==> config.mk <==
export PLATFORM = sky130hd
export DESIGN_NAME = mem_port_arbiter
export DESIGN_NICKNAME = d
export VERILOG_FILES = /design/src/rtl/mem_port_arbiter.sv
export SDC_FILE = /design/constraint.sdc
export NUM_CORES = 1
export LEC_CHECK = 0
export ABC_AREA = 1
export CORE_MARGIN = 2
export CORE_UTILIZATION = 57
export CTS_CLUSTER_DIAMETER = 120
export DETAILED_ROUTE_END_ITERATION = 10
export DONT_BUFFER_PORTS = 1
export GPL_TIMING_DRIVEN = 0
export PLACE_DENSITY = 0.79
export SYNTH_ARGS = -nofsm -noshare
export SYNTH_HDL_FRONTEND = slang
export SYNTH_SLANG_ARGS = --single-unit
export TNS_END_PERCENT = 50
==> constraint.sdc <==
create_clock -name clock -period 1.7 [get_ports clock]
set_clock_uncertainty 0.1 [all_clocks]
set_input_delay 0.17 -clock clock [delete_from_list [all_inputs] [get_ports clock]]
set_output_delay 0.17 -clock clock [all_outputs]
set_load 0.005 [all_outputs]
==> src/rtl/mem_port_arbiter.sv <==
// Two-port word arbiter over a byte-wide, synchronous-read memory; each word access is four little-endian byte beats.
// Optional macro MEM_ARB_RR_EN selects round-robin arbitration; otherwise port 1 has fixed priority.
module mem_port_arbiter #(
  parameter int unsigned ADDR_WIDTH = 10,
  parameter int unsigned RR_INIT    = 0
) (
  input  logic                  clock,
  input  logic                  reset,
  input  logic                  p0_req,
  input  logic                  p0_we,
  input  logic [31:0]           p0_addr,
  input  logic [31:0]           p0_wdata,
  input  logic [3:0]            p0_be,
  output logic                  p0_ack,
  output logic [31:0]           p0_rdata,
  input  logic                  p1_req,
  input  logic                  p1_we,
  input  logic [31:0]           p1_addr,
  input  logic [31:0]           p1_wdata,
  input  logic [3:0]            p1_be,
  output logic                  p1_ack,
  output logic [31:0]           p1_rdata,
  output logic                  m_en,
  output logic                  m_we,
  output logic [ADDR_WIDTH-1:0] m_addr,
  output logic [7:0]            m_wdata,
  input  logic [7:0]            m_rdata
);

  typedef enum logic [1:0] {IDLE, BEAT, TAIL, DONE} state_t;

  localparam int unsigned WAW = ADDR_WIDTH - 2;

  state_t         state_q;
  logic [1:0]     beat_q;
  logic [1:0]     beat_d;
  logic [1:0]     beat_prev;
  logic           win_q;
  logic           win_d;
  logic           we_l_q;
  logic [WAW-1:0] addr_l_q;
  logic [31:0]    wdata_l_q;
  logic [3:0]     be_l_q;
  logic [23:0]    rbuf_q;
`ifdef MEM_ARB_RR_EN
  logic           prio_q;
`endif

  logic           sel_we;
  logic [WAW-1:0] sel_addr;
  logic [31:0]    sel_wdata;
  logic [3:0]     sel_be;

  // Byte offset bits and bits above the memory size are intentionally ignored.
  logic unused_bits;
  assign unused_bits = ^{p0_addr[31:ADDR_WIDTH], p0_addr[1:0],
                         p1_addr[31:ADDR_WIDTH], p1_addr[1:0], (RR_INIT != 0)};

  always_comb begin
    beat_d    = beat_q + 2'd1;
    beat_prev = beat_q - 2'd1;
`ifdef MEM_ARB_RR_EN
    win_d     = (p0_req && p1_req) ? prio_q : p1_req;
`else
    win_d     = p1_req;
`endif
    sel_we    = win_d ? p1_we                    : p0_we;
    sel_addr  = win_d ? p1_addr[ADDR_WIDTH-1:2]  : p0_addr[ADDR_WIDTH-1:2];
    sel_wdata = win_d ? p1_wdata                 : p0_wdata;
    sel_be    = win_d ? p1_be                    : p0_be;
  end

  // Memory strobes are registered one state ahead so they line up with BEAT cycles.
  always_ff @(posedge clock or negedge reset) begin
    if (!reset) begin
      state_q   <= IDLE;
      beat_q    <= '0;
      win_q     <= 1'b0;
      we_l_q    <= 1'b0;
      addr_l_q  <= '0;
      wdata_l_q <= '0;
      be_l_q    <= '0;
      rbuf_q    <= '0;
      p0_ack    <= 1'b0;
      p1_ack    <= 1'b0;
      p0_rdata  <= '0;
      p1_rdata  <= '0;
      m_en      <= 1'b0;
      m_we      <= 1'b0;
      m_addr    <= '0;
      m_wdata   <= '0;
`ifdef MEM_ARB_RR_EN
      prio_q    <= (RR_INIT != 0);
`endif
    end else begin
      p0_ack <= 1'b0;
      p1_ack <= 1'b0;
      unique case (state_q)
        IDLE: begin
          if (p0_req || p1_req) begin
            state_q   <= BEAT;
            beat_q    <= '0;
            win_q     <= win_d;
            we_l_q    <= sel_we;
            addr_l_q  <= sel_addr;
            wdata_l_q <= sel_wdata;
            be_l_q    <= sel_be;
            m_en      <= 1'b1;
            m_we      <= sel_we & sel_be[0];
            m_addr    <= {sel_addr, 2'b00};
            m_wdata   <= sel_wdata[7:0];
`ifdef MEM_ARB_RR_EN
            prio_q    <= ~prio_q;
`endif
          end
        end
        BEAT: begin
          // Read data lags the strobe by one cycle, so beat n captures byte n-1.
          if (!we_l_q && beat_q != 2'd0) begin
            rbuf_q[{beat_prev, 3'b000} +: 8] <= m_rdata;
          end
          if (beat_q == 2'd3) begin
            state_q <= TAIL;
            beat_q  <= '0;
            m_en    <= 1'b0;
            m_we    <= 1'b0;
            m_addr  <= '0;
            m_wdata <= '0;
          end else begin
            beat_q  <= beat_d;
            m_addr  <= {addr_l_q, beat_d};
            m_we    <= we_l_q & be_l_q[beat_d];
            m_wdata <= wdata_l_q[{beat_d, 3'b000} +: 8];
          end
        end
        TAIL: begin
          state_q <= DONE;
          if (win_q) p1_ack <= 1'b1;
          else       p0_ack <= 1'b1;
          if (!we_l_q) begin
            if (win_q) p1_rdata <= {m_rdata, rbuf_q};
            else       p0_rdata <= {m_rdata, rbuf_q};
          end
        end
        DONE: state_q <= IDLE;
        default: state_q <= IDLE;
      endcase
    end
  end

endmodule

### After elaboration in Yosys (flattened, before gate mapping)

Index checks and enable logic that the tools add are counted.

| storage, ports and cells | value |
|---|---|
| input port bits | 150 |
| output and inout port bits | 86 |
| latch bits | 0 |
| memory bits (read-only) | 0 |
| flip-flop bits (word level) | 160 |
| memories kept | 0 |
| memory bits (writable) | 0 |
| logic and storage cells | 75 |

| operators by class | value |
|---|---|
| add/subtract/negate cells | 3 |
| reductions and logical operators | 13 |
| mux-type cells | 29 |
| eq/ne operators | 6 |
| $mul | 0 |
| magnitude comparators | 1 |
| div/mod/pow operators | 0 |
| shift operators | 3 |
| bitwise logic cells | 4 |

Operator list:

| kind | number |
|---|---|
| $mux W32 | 1 |
| $shiftx A32 B6 Y8 | 1 |
| $bwmux W24 | 1 |
| $mux W8 | 3 |
| $shift A8 B7 Y24 const A | 1 |
| $shiftx A8 B7 Y24 | 1 |
| $mux W10 | 2 |
| $pmux W10 S2 | 1 |
| $pmux W8 S2 | 1 |
| $mux W1 | 10 |
| $reduce_and A3 Y1 | 3 |
| $mux W2 | 4 |
| $pmux W2 S4 | 1 |
| $reduce_and A2 Y1 | 4 |
| $neg A5 Y7 | 1 |
| $eq A2 B2 Y1 const B | 3 |
| $mux W4 | 1 |
| $ne A2 B2 Y1 const B | 2 |
| $pmux W1 S2 | 2 |
| $pmux W2 S2 | 1 |
| $reduce_bool A2 Y1 | 2 |
| $lt A2 B3 Y1 const B | 1 |
| $add A2 B1 Y2 const B | 1 |
| $and A1 B1 Y1 | 2 |
| other kinds (8) | 9 |

### Logic depth before layout (Yosys ltp)

Gate-level depths: netlist of the first run.

| depth | value |
|---|---|
| depth after elaboration | 6 |
| mapped depth | 9 |
| mapped depth without buffers | 8 |

### Worst setup path before layout of the first run

OpenSTA, ideal clock, no wires.

| timing | value |
|---|---|
| path type | reg2reg |
| start | register m_addr[0] (netlist name) |
| end | register rbuf_q[16] |
| setup time | 83 ps |
| slack | -186 ps |
| cell stages (with the launch flop) | 10 |
| data required time | 1,517 ps |
| data arrival time | 1,704 ps |
| clock period less this slack | 1,886 ps |
| cell sequence | dfrtp_1 inv_1 buf_2 ha_1 inv_1 buf_2 nand3_1 nor3_1 nand2_1 o21ai_0 |

RTL lines:

| what | line | RTL |
|---|---|---|
| end signal: indexed assignment | 120 | `rbuf_q[{beat_prev, 3'b000} +: 8] <= m_rdata;` |
| end: declaration | 44 | `logic [23:0] rbuf_q;` |

==> summary.txt, run 1 <==
Finish
  – Fin cells: roughly 1100
  – Commonest non-fill, non-tap cells in the layout: nand2_1, dfrtp_1, dlygate4sd3_1, o21ai_0, nor2_1
  – Layout Nets: approximately 1100
  – Fill cells: roughly 700
  – Share of cells above drive strength 1: 0.1741
  – Layout area overhead: 34.24%
  – Commonest non-fill, non-tap cell in the layout: nand2_1

Floorplan
  – Starting Density: 0.5832
  – Std cell rows: 40
  – Chip width: ~110 µm
  – DIE HEIGHT: 114.6 µm
  – I/O Pins: 236
  – Core Footprint: around 12000 µm²
  – DIE AREA: about 13000 µm²

GRT
  – First-pass GRT wire length: ~35000 µm
  – Vias in the first global route: between 6000 and 7000
  – Pin count of the biggest net entering global routing: 159
  – Total GRT Usage: 0.3498
  – Initial antenna violation count: 0
  – Total grt overflow: 0

STA
  – Final hold violations: approximately 160
  – Min cycle time layout: around 1900 ps
  – Worst rel slew slack: 0.6099
  – Period Utilization, post-route: 1.124
  – RSZ-0062 raised after global routing: yes
  – Least-Margin Pin Slew: ~580 ps
  – Final setup violation count: 32
  – Setup ws final: -210.5 ps
  – Hold WS: -678.0 ps
  – Fin. max-slew vios: 0
  – Highest clock rate: around 520 MHz

Critical path
  – Reg-to-Reg Start: m_addr[0]$_DFFE_PN0P_
  – Critical Path Start Type: flop
  – CP peak stage delay: 500 ps
  – Buf/Inv on CP: 4
  – CP Data Required Time: about 2000 ps
  – CP top delay family: flip-flops
  – Reg2reg setup slack: -210 ps
  – Cells on worst reg2reg path: 9
  – Crit path from: m_addr[0]$_DFFE_PN0P_
  – CP dominant cell by count: buf_8
  – CP Cell Sequence: inv_2 -> buf_8 -> ha_4 -> inv_4 -> buf_8 -> nand3_4 -> nor3_4 -> nand2_1 -> o21ai_1
  – FF-to-FF End: rbuf_q[23]$_DFFE_PN0P_
  – Arr. time, crit path: roughly 2200 ps
  – Critical path type: reg -> reg
  – Crit Path Max Fanout: 8
  – Crit path capture type: flop
  – Slowest CP cell: dfrtp_2

Routing
  – DR iter-0 viols: about 700
  – WL per Instance: about 21 µm
  – Vias per cell: roughly 6.1
  – Final wirelength: between 20000 and 25000 µm
  – DR vias: between 6000 and 7000
  – Residual DRC: 0
  – ANT nets after route: 0
  – TritonRoute pass-1 iters: 8

Logic synthesis
  – EDFF count, synth: 0
  – Synthesis-stage register bit count: 158
  – Ys flop type: dfrtp_1
  – Syn avg cell area: between 8 and 9 µm²
  – Total number of yosys warnings: 0
  – Async S/R FF share, synth: 1.000
  – Synth Instances: a little over 800
  – Syn nets: roughly 990
  – Synth Cell Area: around 7000 µm²
  – Yosys cell types: 22
  – Sequential share of the synthesized area: 0.5668

Power
  – Cell leakage power: between 4 and 5 nW
  – Max VDD drop: 1050 µV
  – PwrDens: 1960 nW/µm²

Placed design
  – Routability cong.: roughly 0.92
  – Placed insts: slightly below 1000
  – IO buf count: 0
  – DP Worst Slack: -428.6 ps
  – HPWL after DPL: 12910 µm

Clock network
  – Clock Root Buffer: clkbuf_16
  – Cts hold-fix bufs: between 100 and 150
  – Cts bufs inserted: 17
  – Worst-skew pair later-pin latency: approximately 440 ps
  – CTS tree: done
  – Max H-tree Level: 4
  – Clk slew on worst S/H paths: about 70 ps
  – Max Buffers Root-to-Sink: 2
  – Clk sink count: around 160

Outcome
  – Failing checks: negative hold slack, negative setup slack
  – Status: finished, violations left

Flow run
  – Max-cap violations: 0

Min path
  – Min-Delay Path Class: in -> async
-- layer usage --
layer,share of wire,GRT usage,up-vias
met4,0.045,0.1813,0
li1,-,-,2960
met3,0.10,0.1011,103
met5,0,0,-
met1,0.36,0.4045,3307
met2,0.49,0.5909,500
-- cell families after synthesis --
kind of cell    Yosys count  share of synthesized area
flops                   158                     0.5668
compound gates          184                     0.1448
fa+ha+maj                 8                    0.01435
buf+inv                 105                    0.06565
simple gates            372                     0.2084
-- sequential cells by signal (all words and copies together), names as in the netlist, 2 cells and up --
signal,cells
p0_rdata,32
p1_rdata,32
wdata_l_q,32
rbuf_q,24
m_addr,10
addr_l_q,8
m_wdata,8
be_l_q,4
state_q,2
-- final cells by class --
| type | count | area, µm² | area share |
|---|---|---|---|
| clock inverters | 14 | 145.1 | 0.01550 |
| clock buffers | 18 | 439.2 | 0.04690 |
| plain buffers | 46 | 342.8 | 0.03661 |
| well taps | 147 | 183.9 | 0.01964 |
| repair buffers | 122 | 1229 | 0.1312 |
| multi-input cells | 565 | 2839 | 0.3032 |
| diodes | 1 | 2.502 | 0.0002672 |
| flip-flops and latches | 158 | 3956 | 0.4225 |
| inverters | 59 | 226.5 | 0.02418 |
-- per-stage QoR --
step / TNS (ps) / util / instance area [µm²] / power [W]
2_1_floorplan: -80.25 / - / 7005 / 0.01046
3_3_place_gp: -11160 / 0.6010 / 7189 / 0.01179
3_5_place_dp: -15870 / 0.6010 / 7189 / 0.01212
4_1_cts: -1396 / 0.7522 / 8997 / 0.01660
5_1_grt: -6279 / 0.7826 / 9361 / 0.01931
6_report: -3459 / 0.7828 / 9364 / 0.01835
-- power breakdown --
group          leakage, nW  switching (W)  internal [W]  total [W]
sequential            1.87        0.00143       0.00562    0.00705
combinational         2.31        0.00451       0.00298    0.00749
clock                0.279        0.00170       0.00211    0.00380
-- cells in the mapped netlist, types with 2 or more instances --
master      n  area, µm²
a21oi_1    19      95.09
a22oi_1     8      60.06
a31oi_1    43      269.0
buf_2      24      120.1
buf_4       9      67.56
clkbuf_1   13      48.80
dfrtp_1   158       3954
ha_1        8      100.1
inv_1      54      202.7
inv_2       5      18.77
nand2_1   276       1036
nand2_2     2      12.51
nand3_1    13      65.06
nor2_1     68      255.2
nor2_2      2      12.51
nor3_1      9      45.04
o21ai_0   109      545.5
o21ai_1     3      15.01
-- worst max-delay path by stage --
stage / cells after the start / slack [ps] / end
5_1_grt: 7 / -270 / rbuf_q[1]$_DFFE_PN0P_
4_1_cts: 7 / -80 / m_wdata[5]$_DFFE_PN0P_
6_report: 9 / -210 / rbuf_q[23]$_DFFE_PN0P_
2_1_floorplan: 8 / -20 / rbuf_q[14]$_DFFE_PN0P_
3_3_place_gp: 8 / -390 / m_wdata[3]$_DFFE_PN0P_
3_5_place_dp: 8 / -430 / m_wdata[3]$_DFFE_PN0P_
-- what timing repair did --
item                       in CTS  in global routing
resized for setup              53                111
cloned                          1                  2
hold endpoints to repair      251                158
buffers inserted                8                 12
setup endpoints to repair     106                144
pin swaps                      18                 25
No activity file was read; power rests on OpenSTA's default activity.
==> run 2, diff against run 1 <==
--- a/config.mk
+++ b/config.mk
@@ -5,8 +5,7 @@
 export SDC_FILE = /design/constraint.sdc
 export NUM_CORES = 1
 export LEC_CHECK = 0
-export ABC_AREA = 1
-export CORE_MARGIN = 2
+export CORE_MARGIN = 3
 export CORE_UTILIZATION = 57
 export CTS_CLUSTER_DIAMETER = 120
 export DETAILED_ROUTE_END_ITERATION = 10
==> run 2 against run 1 <==
The run still ends with negative hold slack, negative setup slack left. Hold slack improved by 8.2 ps. First-iteration DRC count fell by 20%. Final area rose by 4.5%. Die area rose by 3.6%. Critical path type unchanged.
==> summary.txt, run 2 <==
Outcome
  – Status: finished, violations left
  – Failing checks: negative hold slack, negative setup slack

Routing
  – Final wirelength: 23520 µm
  – Residual DRC: 0
  – Vias per cell: roughly 6.6
  – WL per Instance: 27.31 µm
  – DR iter-0 viols: about 550
  – DR vias: 5654
  – TritonRoute pass-1 iters: 5
  – ANT nets after route: 0

Logic synthesis
  – Sequential share of the synthesized area: 0.5662
  – Share of the synthesized area in the top cell type: 0.5662
  – Yosys cell types: 40
  – Top cells by count, synth: dfrtp_1, nand2_1, o21ai_0
  – Mux share of post-synthesis cell area: 0.2136
  – Syn avg cell area: 12.43 µm²
  – Syn nets: slightly above 700
  – Main combinational cell family by area after synthesis: multiplexers
  – EDFF count, synth: 0
  – Synth Instances: around 560
  – Synthesis-stage register bit count: roughly 160
  – Leading area contributor after synthesis: dfrtp_1
  – Total number of yosys warnings: 0
  – Simple-Gate Fraction of Synth Area: 0.07938
  – Count leader, synth: dfrtp_1
  – Synth Cell Area: ~7000 µm²
  – Async S/R FF share, synth: 1.000
  – Synth Area in Compound Gates: 0.08977
  – Area contributors post-synth: dfrtp_1, mux2_2, mux2i_1
  – Xor/xnor share of the synthesized area: 0
  – Ys flop type: dfrtp_1
  – Post-synthesis adder-cell area fraction: 0.01433

Critical path
  – Arr. time, crit path: 2200 ps
  – CP peak stage delay: 560 ps
  – Buf/Inv on CP: 3
  – CP Cell Sequence: buf_12 -> inv_8 -> ha_4 -> buf_8 -> mux4_2 -> a2bb2oi_2 -> a21oi_1
  – Critical path type: reg -> reg
  – CP top delay family: flip-flops
  – Crit path capture type: flop
  – CP Data Required Time: 1910 ps
  – Slowest CP cell: dfrtp_4
  – Crit Path Max Fanout: 8
  – Critical Path Start Type: flop

Placed design
  – Routability cong.: between 0.8 and 0.9
  – IO buf count: 0
  – Post-DP Area: approximately 7200 µm²
  – HPWL after DPL: between 10000 and 15000 µm

Clock network
  – Cts hold-fix bufs: between 100 and 150
  – Max H-tree Level: 4
  – Max Buffers Root-to-Sink: 2
  – Worst-skew pair later-pin latency: about 430 ps
  – Clk slew on worst S/H paths: 60 ps
  – CTS tree: done
  – Clk sink count: 158
  – Clock Root Buffer: clkbuf_16
  – Cts bufs inserted: 17

STA
  – Final setup violation count: about 100
  – Least-Margin Pin Slew: 552.4 ps
  – Hold WS: -669.8 ps
  – Min cycle time layout: around 2000 ps
  – Setup ws final: -295.2 ps
  – Highest clock rate: 501.2 MHz
  – Final hold violations: 158
  – Worst rel slew slack: 0.6318
  – Fin. max-slew vios: 0
  – Setup TNS: -9897 ps
  – Period Utilization, post-route: 1.174
  – RSZ-0062 raised after global routing: yes

Finish
  – Final Util: 0.8359
  – Design area: between 9000 and 10000 µm²
  – Share of cells above drive strength 1: 0.3138
  – Top Registers: p0_rdata: 32 flops, p1_rdata: 32 flops, wdata_l_q: 32 flops
  – Layout Nets: 863
  – Commonest non-fill, non-tap cell in the layout: dfrtp_1
  – Layout area overhead: 40.19%
  – Commonest non-fill, non-tap cells in the layout: dfrtp_1, dlygate4sd3_1, nand2_1, mux2_4

Floorplan
  – Std cell rows: 39
  – Starting Density: 0.5963
  – DIE HEIGHT: approximately 120 µm
  – Chip width: between 100 and 150 µm
  – DIE AREA: ~14000 µm²
  – I/O Pins: 236
  – Core Footprint: 11710 µm²

Power
  – Max VDD drop: between 900 and 1000 µV
  – Cell leakage power: roughly 4.4 nW
  – PwrDens: about 2000 nW/µm²

GRT
  – Vias in the first global route: roughly 6100
  – Total GRT Usage: 0.3334
  – Total grt overflow: 0
  – Pin count of the biggest net entering global routing: about 160
  – First-pass GRT wire length: 33510 µm
  – Initial antenna violation count: 1

Flow run
  – Max-cap violations: 0

Min path
  – Min-Delay Path Class: in -> async
==> run 2: changes by cell type in the layout (fill, tap and decap cells not counted), moves of 10 or more <==
cell     previous run  this run
o21ai_1            29        18
a31oi_1            43         1
buf_2              16         5
nand2_1           250        81
inv_1              49         2
nor2_1             64         1
o21ai_0            83        44
mux2i_1             0        44
nand2_2            24         9
o21ai_2             0        11
buf_12              1        11
mux2_2              0        14
mux2_4              0        60
==> run 2: worst paths after layout <==
kind                                          from                        end  slack (ps)  cells after the start
min in group clock                      p1_addr[5]      m_addr[5]$_DFFE_PN0P_          20                      3
min                                          reset   p0_rdata[26]$_DFFE_PN0P_        -670                      0
max in group asynchronous                    reset  wdata_l_q[19]$_DFFE_PN0P_        1940                      0
min reg2reg                addr_l_q[2]$_DFFE_PN0P_    addr_l_q[2]$_DFFE_PN0P_         380                      2
max reg2reg                  m_addr[0]$_DFFE_PN0P_     m_wdata[0]$_DFFE_PN0P_        -300                      7
max                          m_addr[0]$_DFFE_PN0P_     m_wdata[0]$_DFFE_PN0P_        -300                      7
==> run 2: area by class of cell <==
cell class | instances | area [µm²]
Sequential cell | 158 | 3958
Multi-Input combinational cell | 362 | 3286
Buffer | 33 | 347.8
Timing Repair Buffer | 128 | 1378
Inverter | 5 | 26.28
Antenna cell | 1 | 2.502
Clock buffer | 21 | 450.4
Tap cell | 143 | 178.9
Clock inverter | 10 | 162.7
Fill cell | 552 | 1922
==> run 2: where the power goes <==
part | switching, W | leakage [nW] | internal (W)
clock | 0.00156 | 0.294 | 0.00249
combinational | 0.00353 | 2.29 | 0.00426
sequential | 0.00174 | 1.82 | 0.00558
==> run 2: kinds of logic after synthesis <==
logic type / count (synthesis)
buf+inv: 42
mux: 127
simple gates: 117
compound gates: 110
fa+ha+maj: 8
flops: 158
==> run 2: through the flow <==
step / setup WS [ps] / power (W) / cells
after global placement: -310.9 / 0.01140 / 705
after global routing: -321.2 / 0.01994 / 861
after CTS: -232.5 / 0.01777 / 858
final: -295.2 / 0.01916 / 861
after detailed placement: -389.0 / 0.01180 / 705
after floorplan: -56.85 / 0.01032 / 562
==> run 2: layer usage <==
layer,GRT usage,up-vias,share of wire
met3,0.09741,133,0.093
met4,0.1850,0,0.062
met1,0.3555,2803,0.34
met2,0.5897,437,0.51
met5,0,-,0
li1,-,2281,-
==> run 2: timing repair <==
| action | CTS | global route |
|---|---|---|
| setup buffers | 19 | 4 |
| endpoints found under the hold margin | 250 | 158 |
| setup endpoints to repair | 146 | 122 |
| gates cloned | 3 | 1 |
| pin swaps | 6 | 12 |
| resized for setup | 137 | 72 |
==> run 2: worst register-to-register path: cells and delay by family, from the launching register on <==
family / cells / cell delay [ps]
multiplexers: 1 / 330
flip-flops: 1 / 560
buffers and inverters: 3 / 320
adder cells (fa/ha/maj): 1 / 320
AO/OA/AOI/OAI: 2 / 240
==> run 3, diff against run 2 <==
--- a/config.mk
+++ b/config.mk
@@ -5,12 +5,15 @@
 export SDC_FILE = /design/constraint.sdc
 export NUM_CORES = 1
 export LEC_CHECK = 0
+export CORE_ASPECT_RATIO = 0.5
 export CORE_MARGIN = 3
 export CORE_UTILIZATION = 57
 export CTS_CLUSTER_DIAMETER = 120
+export CTS_CLUSTER_SIZE = 40
 export DETAILED_ROUTE_END_ITERATION = 10
 export DONT_BUFFER_PORTS = 1
 export GPL_TIMING_DRIVEN = 0
+export MAX_ROUTING_LAYER = met4
 export PLACE_DENSITY = 0.79
 export SYNTH_ARGS = -nofsm -noshare
 export SYNTH_HDL_FRONTEND = slang
==> run 3 against run 2 <==
The run still ends with negative hold slack, negative setup slack left. Combinational power decreased by 3.9%. Utilization increased by 1.7 points. Via count decreased by 4.5%. First-iteration DRC count decreased by 15%. Hold slack improved by 18 ps. Cell count increased by 2.6%. Routed wire length decreased by 8.7%. Critical endpoint unchanged. Largest power group unchanged. Highest routed layer unchanged.
==> summary.txt, run 3 (synthesized netlist as in run 2, its figures left out) <==
STA
  – Fin. max-slew vios: 0
  – Least-Margin Pin Slew: 386.9 ps
  – Final hold violations: 158
  – Final setup violation count: 76
  – Min cycle time layout: about 1900 ps
  – Highest clock rate: 514.6 MHz
  – RSZ-0062 raised after global routing: yes
  – Period Utilization, post-route: 1.143
  – Worst rel slew slack: 0.7347
  – Hold WS: -651.8 ps
  – Setup ws final: -243.4 ps

Finish
  – Layout area overhead: 39.89%
  – Commonest non-fill, non-tap cells in the layout: dfrtp_1, dlygate4sd3_1, nand2_1, o21ai_0, mux2_4
  – Top Registers: p0_rdata: 32 flops, p1_rdata: 32 flops, wdata_l_q: 32 flops
  – Commonest non-fill, non-tap cell in the layout: dfrtp_1
  – Share of cells above drive strength 1: 0.3122
  – Design area: between 9000 and 10000 µm²
  – Fill cells: 554
  – Diode count: 0
  – Layout Nets: 870

Placed design
  – Post-DP Area: around 7000 µm²
  – Routability cong.: 0.8375
  – IO buf count: 0
  – HPWL after DPL: roughly 12000 µm

Critical path
  – Critical Path Start Type: flop
  – Slowest CP cell: dfrtp_2
  – Arr. time, crit path: around 2100 ps
  – Buf/Inv on CP: 3
  – Crit Path Max Fanout: 10
  – CP dominant cell by count: buf_12
  – CP Cell Sequence: buf_12 -> inv_8 -> ha_4 -> buf_12 -> mux4_1 -> a2bb2oi_2 -> a21oi_1
  – CP peak stage delay: ~530 ps
  – Crit path capture type: flop
  – Reg2reg setup slack: -240 ps
  – CP top delay family: flip-flops
  – Critical path type: reg -> reg
  – CP Data Required Time: 1890 ps

Routing
  – Vias per cell: between 6 and 7
  – DR iter-0 viols: about 470
  – TritonRoute pass-1 iters: 5
  – DR vias: between 5000 and 6000
  – ANT nets after route: 0
  – Final wirelength: ~21000 µm
  – WL per Instance: ~24 µm
  – Residual DRC: 0

GRT
  – Initial antenna violation count: 0
  – Vias in the first global route: 5804
  – Total grt overflow: 0
  – Total GRT Usage: 0.3170
  – Pin count of the biggest net entering global routing: 159
  – First-pass GRT wire length: ~33000 µm

Outcome
  – Failing checks: negative hold slack, negative setup slack
  – Status: finished, violations left

Clock network
  – Clk slew on worst S/H paths: ~70 ps
  – Cts hold-fix bufs: ~100
  – Max H-tree Level: 4
  – Clock Root Buffer: clkbuf_16
  – Cts bufs inserted: 17
  – CTS tree: done
  – Clk sink count: around 160
  – Max Buffers Root-to-Sink: 2
  – Worst-skew pair later-pin latency: about 420 ps

Floorplan
  – Chip width: 162.5 µm
  – Starting Density: 0.6097
  – Core Footprint: 11450 µm²
  – DIE AREA: around 14000 µm²
  – DIE HEIGHT: 84.27 µm
  – Std cell rows: 27
  – I/O Pins: around 240

Power
  – Cell leakage power: 4.364 nW
  – PwrDens: 1871 nW/µm²
  – Max VDD drop: 807.8 µV
  – Total power draw: approximately 0.018 W

Flow run
  – Max-cap violations: 0

Min path
  – Min-Delay Path Class: in -> async
run 3: changes by cell type in the layout (fill, tap and decap cells not counted), moves of 6 or more:
cell     delta
mux2_2      +8
mux2_4      -8
nand2_1     +6
o21ai_0     +9
o21ai_2     -8
run 3: report_power, final:
part / total [W] / internal, W / leakage (nW) / switching (W)
sequential: 0.00715 / 0.00557 / 1.81 / 0.00157
clock: 0.00364 / 0.00198 / 0.269 / 0.00166
combinational: 0.00749 / 0.00421 / 2.28 / 0.00328
total: 0.0183 / 0.0118 / 4.36 / 0.00652
run 3: metal layers:
layer | up-vias | global-route usage | part of all wire
met4 | 0 | 0.1243 | 0.026
met3 | 55 | 0.07639 | 0.073
met5 | - | - | 0
li1 | 2305 | - | -
met2 | 298 | 0.5341 | 0.51
met1 | 2742 | 0.3711 | 0.39
run 3: layout make-up:
cell class	instances	area [µm²]	area share
buffer	32	361.6	0.03702
clock buffer	19	452.9	0.04637
clock inverter	12	101.3	0.01038
inverter	5	28.78	0.002946
multi-input combinational	362	3228	0.3305
sequential	158	3958	0.4051
tap	159	198.9	0.02037
timing repair buffer	136	1439	0.1473
run 3: worst reg2reg max path: stages, from the launching register on:
cell,delay (ps)
dfrtp_2,530
buf_12,160
inv_8,30
ha_4,280
buf_12,140
mux4_1,290
a2bb2oi_2,160
a21oi_1,120
run 3: timing repair:
item                                    4_1_cts  5_1_grt
endpoints found under the setup margin      147      116
endpoints found under the hold margin       247      158
pin swaps                                     9        9
buffers inserted                             18       11
resized for setup                           102       92
cloned                                        4        3
run 3: stage by stage:
stage	setup slack [ps]	setup TNS, ps	utilization	std cells	hold WS (ps)
final	-243.4	-8011	0.8529	883	-651.8
after global routing	-287.2	-14230	0.8529	883	-667.3
after CTS	-210.3	-9270	0.8203	874	-664.4
after detailed placement	-359.2	-26170	0.6296	721	-222.3
after global placement	-334.1	-20870	0.6296	721	-221.7
after floorplan	-56.85	-796.1	-	562	-225.6
run 3: final timing paths:
kind / start / end / cells past startpoint
max: m_addr[0]$_DFFE_PN0P_ / m_wdata[0]$_DFFE_PN0P_ / 7
min: reset / wdata_l_q[27]$_DFFE_PN0P_ / 0
max reg2reg: m_addr[0]$_DFFE_PN0P_ / m_wdata[0]$_DFFE_PN0P_ / 7
min reg2reg: addr_l_q[6]$_DFFE_PN0P_ / addr_l_q[6]$_DFFE_PN0P_ / 2
max in group asynchronous: reset / rbuf_q[12]$_DFFE_PN0P_ / 0
min in group clock: p1_addr[5] / m_addr[5]$_DFFE_PN0P_ / 3
